File: config.mk
export PLATFORM = sky130hd
export DESIGN_NAME = packet_mem_to_avst_flat
export DESIGN_NICKNAME = d
export VERILOG_FILES = /design/src/rtl/packet_mem_to_avst_if.sv /design/src/rtl/packet_mem_to_avst.sv /design/src/flat_wrapper.sv
export SDC_FILE = /design/constraint.sdc
export NUM_CORES = 1
export LEC_CHECK = 0
export CAP_MARGIN = 30
export CORE_UTILIZATION = 58
export DETAILED_ROUTE_END_ITERATION = 6
export PLACE_DENSITY = 0.9
export SLEW_MARGIN = 15
export SYNTH_ARGS = -nofsm -noshare
export SYNTH_HDL_FRONTEND = slang
export SYNTH_SLANG_ARGS = --single-unit
File: constraint.sdc
create_clock -name iclk -period 6.32 [get_ports iclk]
set_input_delay 0.632 -clock iclk [delete_from_list [all_inputs] [get_ports iclk]]
set_output_delay 0.632 -clock iclk [all_outputs]
set_load 0.01 [all_outputs]
File: src/rtl/packet_mem_to_avst_if.sv
// Signal bundle between the egress packet reader, its descriptor FIFO, SRAM read port and the
// Avalon-ST sink. PKT_RD_CHANNEL_EN widens the descriptor and adds ochannel.
interface packet_mem_to_avst_if #(
   parameter int unsigned pDATA_WIDTH = 8,
   parameter int unsigned pLEN_WIDTH  = 11,
   parameter int unsigned pADDR_WIDTH = 12
);
`ifdef PKT_RD_CHANNEL_EN
   localparam int unsigned pDESC_WIDTH = 4 + pLEN_WIDTH + pADDR_WIDTH;
`else
   localparam int unsigned pDESC_WIDTH = pLEN_WIDTH + pADDR_WIDTH;
`endif

   logic                   iempty_fifo;
   logic [pDESC_WIDTH-1:0] idesc;
   logic                   ofifo_rd;
   logic [pADDR_WIDTH-1:0] oaddr_r;
   logic [pDATA_WIDTH-1:0] irdata;
   logic                   ovalid;
   logic [pDATA_WIDTH-1:0] odata;
   logic                   ostartofpacket;
   logic                   oendofpacket;
   logic                   iready;
   logic [pADDR_WIDTH-1:0] ord_ptr_succ;
   logic                   ofree;
   logic                   oerr_desc;
`ifdef PKT_RD_CHANNEL_EN
   logic [3:0]             ochannel;
`endif

   modport master (
      input  iempty_fifo, idesc, irdata, iready,
      output ofifo_rd, oaddr_r, ovalid, odata, ostartofpacket, oendofpacket,
`ifdef PKT_RD_CHANNEL_EN
      output ochannel,
`endif
      output ord_ptr_succ, ofree, oerr_desc
   );

   modport slave (
      output iempty_fifo, idesc, irdata, iready,
      input  ofifo_rd, oaddr_r, ovalid, odata, ostartofpacket, oendofpacket,
`ifdef PKT_RD_CHANNEL_EN
      input  ochannel,
`endif
      input  ord_ptr_succ, ofree, oerr_desc
   );
endinterface

File: src/rtl/packet_mem_to_avst.sv
// Egress packet reader: pops {len, start_ptr} descriptors and streams SRAM bytes as Avalon-ST.
// Define PKT_RD_CHANNEL_EN to carry a 4-bit channel from the descriptor onto ochannel.
module packet_mem_to_avst #(
   parameter int unsigned pDATA_WIDTH        = 8,
   parameter int unsigned pMAX_PACKET_LENGHT = 1536,
   parameter int unsigned pDEPTH_RAM         = 3072,
   parameter int unsigned pLEN_WIDTH         = $clog2(pMAX_PACKET_LENGHT + 1),
   parameter int unsigned pADDR_WIDTH        = $clog2(pDEPTH_RAM)
) (
   input logic                  iclk,
   input logic                  irst,
   packet_mem_to_avst_if.master bus
);
   localparam logic [pLEN_WIDTH-1:0]  MaxLen    = pLEN_WIDTH'(pMAX_PACKET_LENGHT);
   localparam logic [pLEN_WIDTH-1:0]  LenOne    = pLEN_WIDTH'(1);
   localparam logic [pADDR_WIDTH-1:0] AddrOne   = pADDR_WIDTH'(1);
   localparam logic [pADDR_WIDTH-1:0] LastAddr  = pADDR_WIDTH'(pDEPTH_RAM - 1);
   localparam logic [pADDR_WIDTH:0]   DepthWide = (pADDR_WIDTH + 1)'(pDEPTH_RAM);

   typedef enum logic [1:0] {StIdle, StCheck, StStream, StRelease} state_e;
   state_e state_q, state_d;

   logic [pLEN_WIDTH-1:0]  len_q, rem_q;
   logic [pADDR_WIDTH-1:0] start_q, addr_q, ptr_succ_q;
   logic                   inflight_q, inflight_sop_q, inflight_eop_q;
   logic                   out_v_q, out_sop_q, out_eop_q;
   logic [pDATA_WIDTH-1:0] out_data_q;
   logic                   skid_v_q, skid_sop_q, skid_eop_q;
   logic [pDATA_WIDTH-1:0] skid_data_q;
   logic                   free_q, err_q;
`ifdef PKT_RD_CHANNEL_EN
   logic [3:0]             chan_q;
`endif

   logic                   pop, accept, rd_issue, desc_bad;
   logic [1:0]             occ;
   logic [pADDR_WIDTH:0]   rel_sum, rel_wrap;

   assign desc_bad = (len_q == '0) || (len_q > MaxLen);
   assign accept   = out_v_q && bus.iready;
   assign occ      = {1'b0, out_v_q} + {1'b0, skid_v_q} + {1'b0, inflight_q};
   assign rel_sum  = {1'b0, start_q} + (pADDR_WIDTH + 1)'(len_q);
   assign rel_wrap = (rel_sum >= DepthWide) ? rel_sum - DepthWide : rel_sum;

   always_comb begin
      state_d  = state_q;
      pop      = 1'b0;
      // Only read when the byte is guaranteed a buffer slot on arrival.
      rd_issue = (state_q == StStream) && (rem_q != '0) && ((occ - {1'b0, accept}) < 2'd2);
      case (state_q)
         StIdle: begin
            if (!bus.iempty_fifo) begin
               pop     = 1'b1;
               state_d = StCheck;
            end
         end
         StCheck:   state_d = desc_bad ? StIdle : StStream;
         StStream:  if (accept && out_eop_q) state_d = StRelease;
         StRelease: state_d = StIdle;
         default:   state_d = StIdle;
      endcase
   end

   always_ff @(posedge iclk) begin
      if (irst) begin
         state_q        <= StIdle;
         len_q          <= '0;
         rem_q          <= '0;
         start_q        <= '0;
         addr_q         <= '0;
         ptr_succ_q     <= '0;
         inflight_q     <= 1'b0;
         inflight_sop_q <= 1'b0;
         inflight_eop_q <= 1'b0;
         out_v_q        <= 1'b0;
         out_sop_q      <= 1'b0;
         out_eop_q      <= 1'b0;
         out_data_q     <= '0;
         skid_v_q       <= 1'b0;
         skid_sop_q     <= 1'b0;
         skid_eop_q     <= 1'b0;
         skid_data_q    <= '0;
         free_q         <= 1'b0;
         err_q          <= 1'b0;
`ifdef PKT_RD_CHANNEL_EN
         chan_q         <= '0;
`endif
      end else begin
         state_q <= state_d;
         free_q  <= 1'b0;
         err_q   <= 1'b0;

         if (pop) begin
            start_q <= bus.idesc[pADDR_WIDTH-1:0];
            len_q   <= bus.idesc[pLEN_WIDTH+pADDR_WIDTH-1:pADDR_WIDTH];
`ifdef PKT_RD_CHANNEL_EN
            chan_q  <= bus.idesc[pLEN_WIDTH+pADDR_WIDTH +: 4];
`endif
         end

         if (state_q == StCheck) begin
            if (desc_bad) begin
               err_q <= 1'b1;
            end else begin
               addr_q <= start_q;
               rem_q  <= len_q;
            end
         end

         if (rd_issue) begin
            addr_q <= (addr_q == LastAddr) ? '0 : addr_q + AddrOne;
            rem_q  <= rem_q - LenOne;
         end
         inflight_q     <= rd_issue;
         inflight_sop_q <= rd_issue && (rem_q == len_q);
         inflight_eop_q <= rd_issue && (rem_q == LenOne);

         // Output reg is the head; skid only fills when the head is stalled.
         if (accept) begin
            if (skid_v_q) begin
               out_data_q  <= skid_data_q;
               out_sop_q   <= skid_sop_q;
               out_eop_q   <= skid_eop_q;
               skid_v_q    <= inflight_q;
               skid_data_q <= bus.irdata;
               skid_sop_q  <= inflight_sop_q;
               skid_eop_q  <= inflight_eop_q;
            end else begin
               out_v_q    <= inflight_q;
               out_data_q <= bus.irdata;
               out_sop_q  <= inflight_sop_q;
               out_eop_q  <= inflight_eop_q;
            end
         end else if (inflight_q) begin
            if (out_v_q) begin
               skid_v_q    <= 1'b1;
               skid_data_q <= bus.irdata;
               skid_sop_q  <= inflight_sop_q;
               skid_eop_q  <= inflight_eop_q;
            end else begin
               out_v_q    <= 1'b1;
               out_data_q <= bus.irdata;
               out_sop_q  <= inflight_sop_q;
               out_eop_q  <= inflight_eop_q;
            end
         end

         if (state_q == StRelease) begin
            ptr_succ_q <= pADDR_WIDTH'(rel_wrap);
            free_q     <= 1'b1;
         end
      end
   end

   assign bus.ofifo_rd       = pop && !irst;
   assign bus.oaddr_r        = addr_q;
   assign bus.ovalid         = out_v_q;
   assign bus.odata          = out_data_q;
   assign bus.ostartofpacket = out_sop_q;
   assign bus.oendofpacket   = out_eop_q;
   assign bus.ord_ptr_succ   = ptr_succ_q;
   assign bus.ofree          = free_q;
   assign bus.oerr_desc      = err_q;
`ifdef PKT_RD_CHANNEL_EN
   assign bus.ochannel       = chan_q;
`endif
endmodule

File: src/flat_wrapper.sv
// flat-port wrapper written by rule: the top's interface ports become plain ports
module packet_mem_to_avst_flat 
#(
   parameter int unsigned pDATA_WIDTH        = 8,
   parameter int unsigned pMAX_PACKET_LENGHT = 1536,
   parameter int unsigned pDEPTH_RAM         = 3072,
   parameter int unsigned pLEN_WIDTH         = $clog2(pMAX_PACKET_LENGHT + 1),
   parameter int unsigned pADDR_WIDTH        = $clog2(pDEPTH_RAM)
)
  (iclk, irst, bus_iempty_fifo, bus_idesc, bus_irdata, bus_iready, bus_ofifo_rd, bus_oaddr_r, bus_ovalid, bus_odata, bus_ostartofpacket, bus_oendofpacket, bus_ord_ptr_succ, bus_ofree, bus_oerr_desc);
  packet_mem_to_avst_if #(.pDATA_WIDTH(pDATA_WIDTH), .pLEN_WIDTH(pLEN_WIDTH), .pADDR_WIDTH(pADDR_WIDTH)) bus_i ();
  input logic iclk;
  input logic irst;
  input wire logic [$bits(bus_i.iempty_fifo)-1:0] bus_iempty_fifo;
  input wire logic [$bits(bus_i.idesc)-1:0] bus_idesc;
  input wire logic [$bits(bus_i.irdata)-1:0] bus_irdata;
  input wire logic [$bits(bus_i.iready)-1:0] bus_iready;
  output wire logic [$bits(bus_i.ofifo_rd)-1:0] bus_ofifo_rd;
  output wire logic [$bits(bus_i.oaddr_r)-1:0] bus_oaddr_r;
  output wire logic [$bits(bus_i.ovalid)-1:0] bus_ovalid;
  output wire logic [$bits(bus_i.odata)-1:0] bus_odata;
  output wire logic [$bits(bus_i.ostartofpacket)-1:0] bus_ostartofpacket;
  output wire logic [$bits(bus_i.oendofpacket)-1:0] bus_oendofpacket;
  output wire logic [$bits(bus_i.ord_ptr_succ)-1:0] bus_ord_ptr_succ;
  output wire logic [$bits(bus_i.ofree)-1:0] bus_ofree;
  output wire logic [$bits(bus_i.oerr_desc)-1:0] bus_oerr_desc;
  assign bus_i.iempty_fifo = bus_iempty_fifo;
  assign bus_i.idesc = bus_idesc;
  assign bus_i.irdata = bus_irdata;
  assign bus_i.iready = bus_iready;
  assign bus_ofifo_rd = bus_i.ofifo_rd;
  assign bus_oaddr_r = bus_i.oaddr_r;
  assign bus_ovalid = bus_i.ovalid;
  assign bus_odata = bus_i.odata;
  assign bus_ostartofpacket = bus_i.ostartofpacket;
  assign bus_oendofpacket = bus_i.oendofpacket;
  assign bus_ord_ptr_succ = bus_i.ord_ptr_succ;
  assign bus_ofree = bus_i.ofree;
  assign bus_oerr_desc = bus_i.oerr_desc;
  packet_mem_to_avst #(.pDATA_WIDTH(pDATA_WIDTH), .pMAX_PACKET_LENGHT(pMAX_PACKET_LENGHT), .pDEPTH_RAM(pDEPTH_RAM), .pLEN_WIDTH(pLEN_WIDTH), .pADDR_WIDTH(pADDR_WIDTH)) u_core (.iclk(iclk), .irst(irst), .bus(bus_i));
endmodule
==> out/qor.csv <==
stage;metric;value;unit
setup_path;Worst setup SP type;register;
sta;Period Utilization, post-route;0.639;
power_and_ir_drop;Leakage;2.09;nW
floorplanning;die area;8130;um^2
placement;worst slack, placed;2350;ps
global_routing;number of global-route vias before repair;4347;
sta;Period minus WS final;4040;ps
min_path;Hold Crit Class;register to register;
clock_network;Clock transition at path regs;90;ps
yosys;syn avg cell area;8.22;um^2
status;status;finished, final reports clean;
setup_path;CP dominant cell by count;ha_1;
setup_path;critical path cell sequence;ha_1, fa_1, a21o_1, a311oi_4, o21ai_0, or3b_2, ha_1, or4b_1, a21oi_1, nand4_1, or4_4, nor4b_1, a311o_1;
floorplanning;# IOs;73;
yosys;Post-Syn Nets;603;
yosys;post-synthesis sequential area ratio;0.386;
floorplanning;width of the die;90.2;um
global_routing;total grt overflow;0;
global_routing;GRT Total Usage;0.312;
drt;initial detailed-routing violation count;545;
clock_network;maximum root-to-sink buffer count;2;
setup_path;crit-path max FO;5;
drt;drt first pass iters;5;
sta;Final Hold Viols;0;
yosys;leading area contributor after synthesis;dfxtp_1;
yosys;Post-synth EDFFs;0;
clock_network;H-tree depth;3;
drt;drt total wl;12300;um
clock_network;Clk Latency, worst-skew pair;360;ps
yosys;share of the synthesized area in the top cell type;0.386;
finish;share of layout cells above drive strength 1;0.0555;
clock_network;number of buffers created by CTS;9;
yosys;top-count cell post-synth;dfxtp_1;
setup_path;CP Capture Type;register;
drt;DRC Markers;0;
run;max cap viols;0;
yosys;Mapped Area;4510;um^2
global_routing;first-pass GRT wire length;20400;um
finish;area grow syn2layout;21.5;%
floorplanning;die height;90.2;um
power_and_ir_drop;pwr/cell area;239;nW/um^2
drt;met3 wire len;1010;um
sta;setup TNS;0;ps
finish;nets@finish;662;
sta;slew margin rel.;0.358;
setup_path;Critical-path top delay cell;or4_4;
yosys;synth top area cells;dfxtp_1 39%, nand2_1 6.6%, nor2_1 5.7%;
clock_network;postcts setup bufs;0;
floorplanning;Initial Util;0.612;
placement;HPWL Detailed;8650;um
placement;# port buffers;72;
clock_network;TritonCTS clock tree;built;
power_and_ir_drop;total power;1.31;mW
drt;Final ANT Viol Nets;0;
placement;GP Congestion;0.976;
setup_path;CP arrival;4300;ps
clock_network;clock root cell;clkbuf_8;
yosys;Primary FF master, synth;dfxtp_1;
yosys;yosys warns;0;
sta;achievable frequency;0.247;GHz
sta;Setup-failing EPs final;0;
floorplanning;Row Count;31;
drt;Via density;6.30;
yosys;Commonest cells post-synth;87 x dfxtp_1, 79 x nand2_1, 69 x nor2_1, 51 x a21oi_1, 24 x o21ai_0;
placement;placed cells;696;
finish;Final Non-Filler Cells;712;
power_and_ir_drop;Peak supply drop;0.151;mV
yosys;unique cell type count in the Yosys netlist;62;
drt;DR top layer;met4;
yosys;Cells after Synth;549;
yosys;post-synthesis async set-or-reset flop share;0;
sta;Clock Skews;7.26;ps
finish;n_diodes;0;
drt;DR WL met2;5670;um
sta;RSZ-0062 raised after global routing;no;
sta;min setup slack post-route;2280;ps
drt;WL per Instance;17.2;um
sta;worst-margin pin slew;951;ps
sta;Final Max Tran Viols;0;
floorplanning;core area;7370;um^2
setup_path;CP max stage delay;580;ps
setup_path;critical path class;register to register;
clock_network;Hold Buf Count CTS;0;
yosys;Yosys reg bits;87;
drt;DRT met1 WL;4990;um
setup_path;CP required;6580;ps
global_routing;pin count of the biggest net entering global routing;86;
clock_network;Sink Count;87;
drt;DR vias;4484;
finish;Core Util, Final;0.744;
global_routing;initial antenna violation count;0;
clock_network;Resized cells post-CTS;0;
## cells in the final DEF (no fill, tap or decap), types with 3 or more instances in the layout
cell type,n
clkbuf_8,10
a21oi_1,51
nor4_1,5
clkdlybuf4s50_1,71
dfxtp_1,87
o21bai_1,3
and2_1,4
ha_1,18
and3_1,5
mux2i_1,21
o21ai_0,23
a31oi_1,7
o211ai_1,5
or3_1,6
a211oi_1,16
nand2b_1,5
buf_4,5
xor2_1,14
xnor2_1,5
and4_1,4
nor3_1,17
a21o_1,4
nand2_1,79
a221oi_1,6
inv_1,8
nand3_1,7
nand4_1,4
nor2_1,69
## through the flow
stage | hold WS [ps] | instance area [um^2]
2_1_floorplan | 450 | 4510
3_3_place_gp | 452 | 5270
3_5_place_dp | 450 | 5280
4_1_cts | 466 | 5480
5_1_grt | 490 | 5480
6_report | 467 | 5480
## state kept, by name, indices dropped and copies added, names as in the netlist, 8 cells and up, named ones only
name	cells
u_core.start_q	12
u_core.len_q	11
u_core.bus.ord_ptr_succ	12
u_core.rem_q	11
u_core.skid_data_q	8
u_core.bus.odata	8
u_core.bus.oaddr_r	12
## path summary, 6_finish.rpt
path / cells past startpoint / start / to / slack (ps)
setup reg to reg: 13 / u_core.len_q[0]$_SDFFE_PP0P_ / u_core.bus.ord_ptr_succ[10]$_SDFFE_PP0P_ / 2280
hold reg to reg: 2 / u_core.bus.ord_ptr_succ[1]$_SDFFE_PP0P_ / u_core.bus.ord_ptr_succ[1]$_SDFFE_PP0P_ / 470
setup / recovery: 13 / u_core.len_q[0]$_SDFFE_PP0P_ / u_core.bus.ord_ptr_succ[10]$_SDFFE_PP0P_ / 2280
hold / removal: 2 / u_core.bus.ord_ptr_succ[1]$_SDFFE_PP0P_ / u_core.bus.ord_ptr_succ[1]$_SDFFE_PP0P_ / 470
## final cells by class
type	count	area [um^2]
clock buffers	10	138
clock inverters	6	67.6
fillers	525	1890
inverters	8	30.0
multi-input cells	425	2630
flip-flops and latches	87	1740
well taps	99	124
repair buffers	77	753
## power breakdown
group	total [mW]	leakage (nW)	switching, mW	internal, mW
registers	0.622	0.707	0.0423	0.580
logic	0.278	1.29	0.159	0.119
clock network	0.409	0.0993	0.213	0.196
## metal layers
metal,global-route usage,vias to the layer above
met5,0,-
met4,0.175,0
met3,0.0575,55
met2,0.496,253
met1,0.398,2078
li1,-,2098
## critical path: cells and delay by family, from the launching register on
kind | cells | cell delay [ps]
flip-flops | 1 | 380
adder cells (fa/ha/maj) | 3 | 840
AND/OR/NAND/NOR | 5 | 1590
AO/OA/AOI/OAI | 5 | 1140
## cells by family (layout without fill, tap and decap cells)
family	after synthesis	count (layout)	synth area share
compound gates	145	145	0.216
xor+xnor	19	19	0.0369
fa+ha+maj	19	19	0.0544
buf+inv	37	101	0.0333
flops	87	87	0.386
mux	21	21	0.0466
simple gates	221	221	0.227
(Power assumes the default switching activity.)
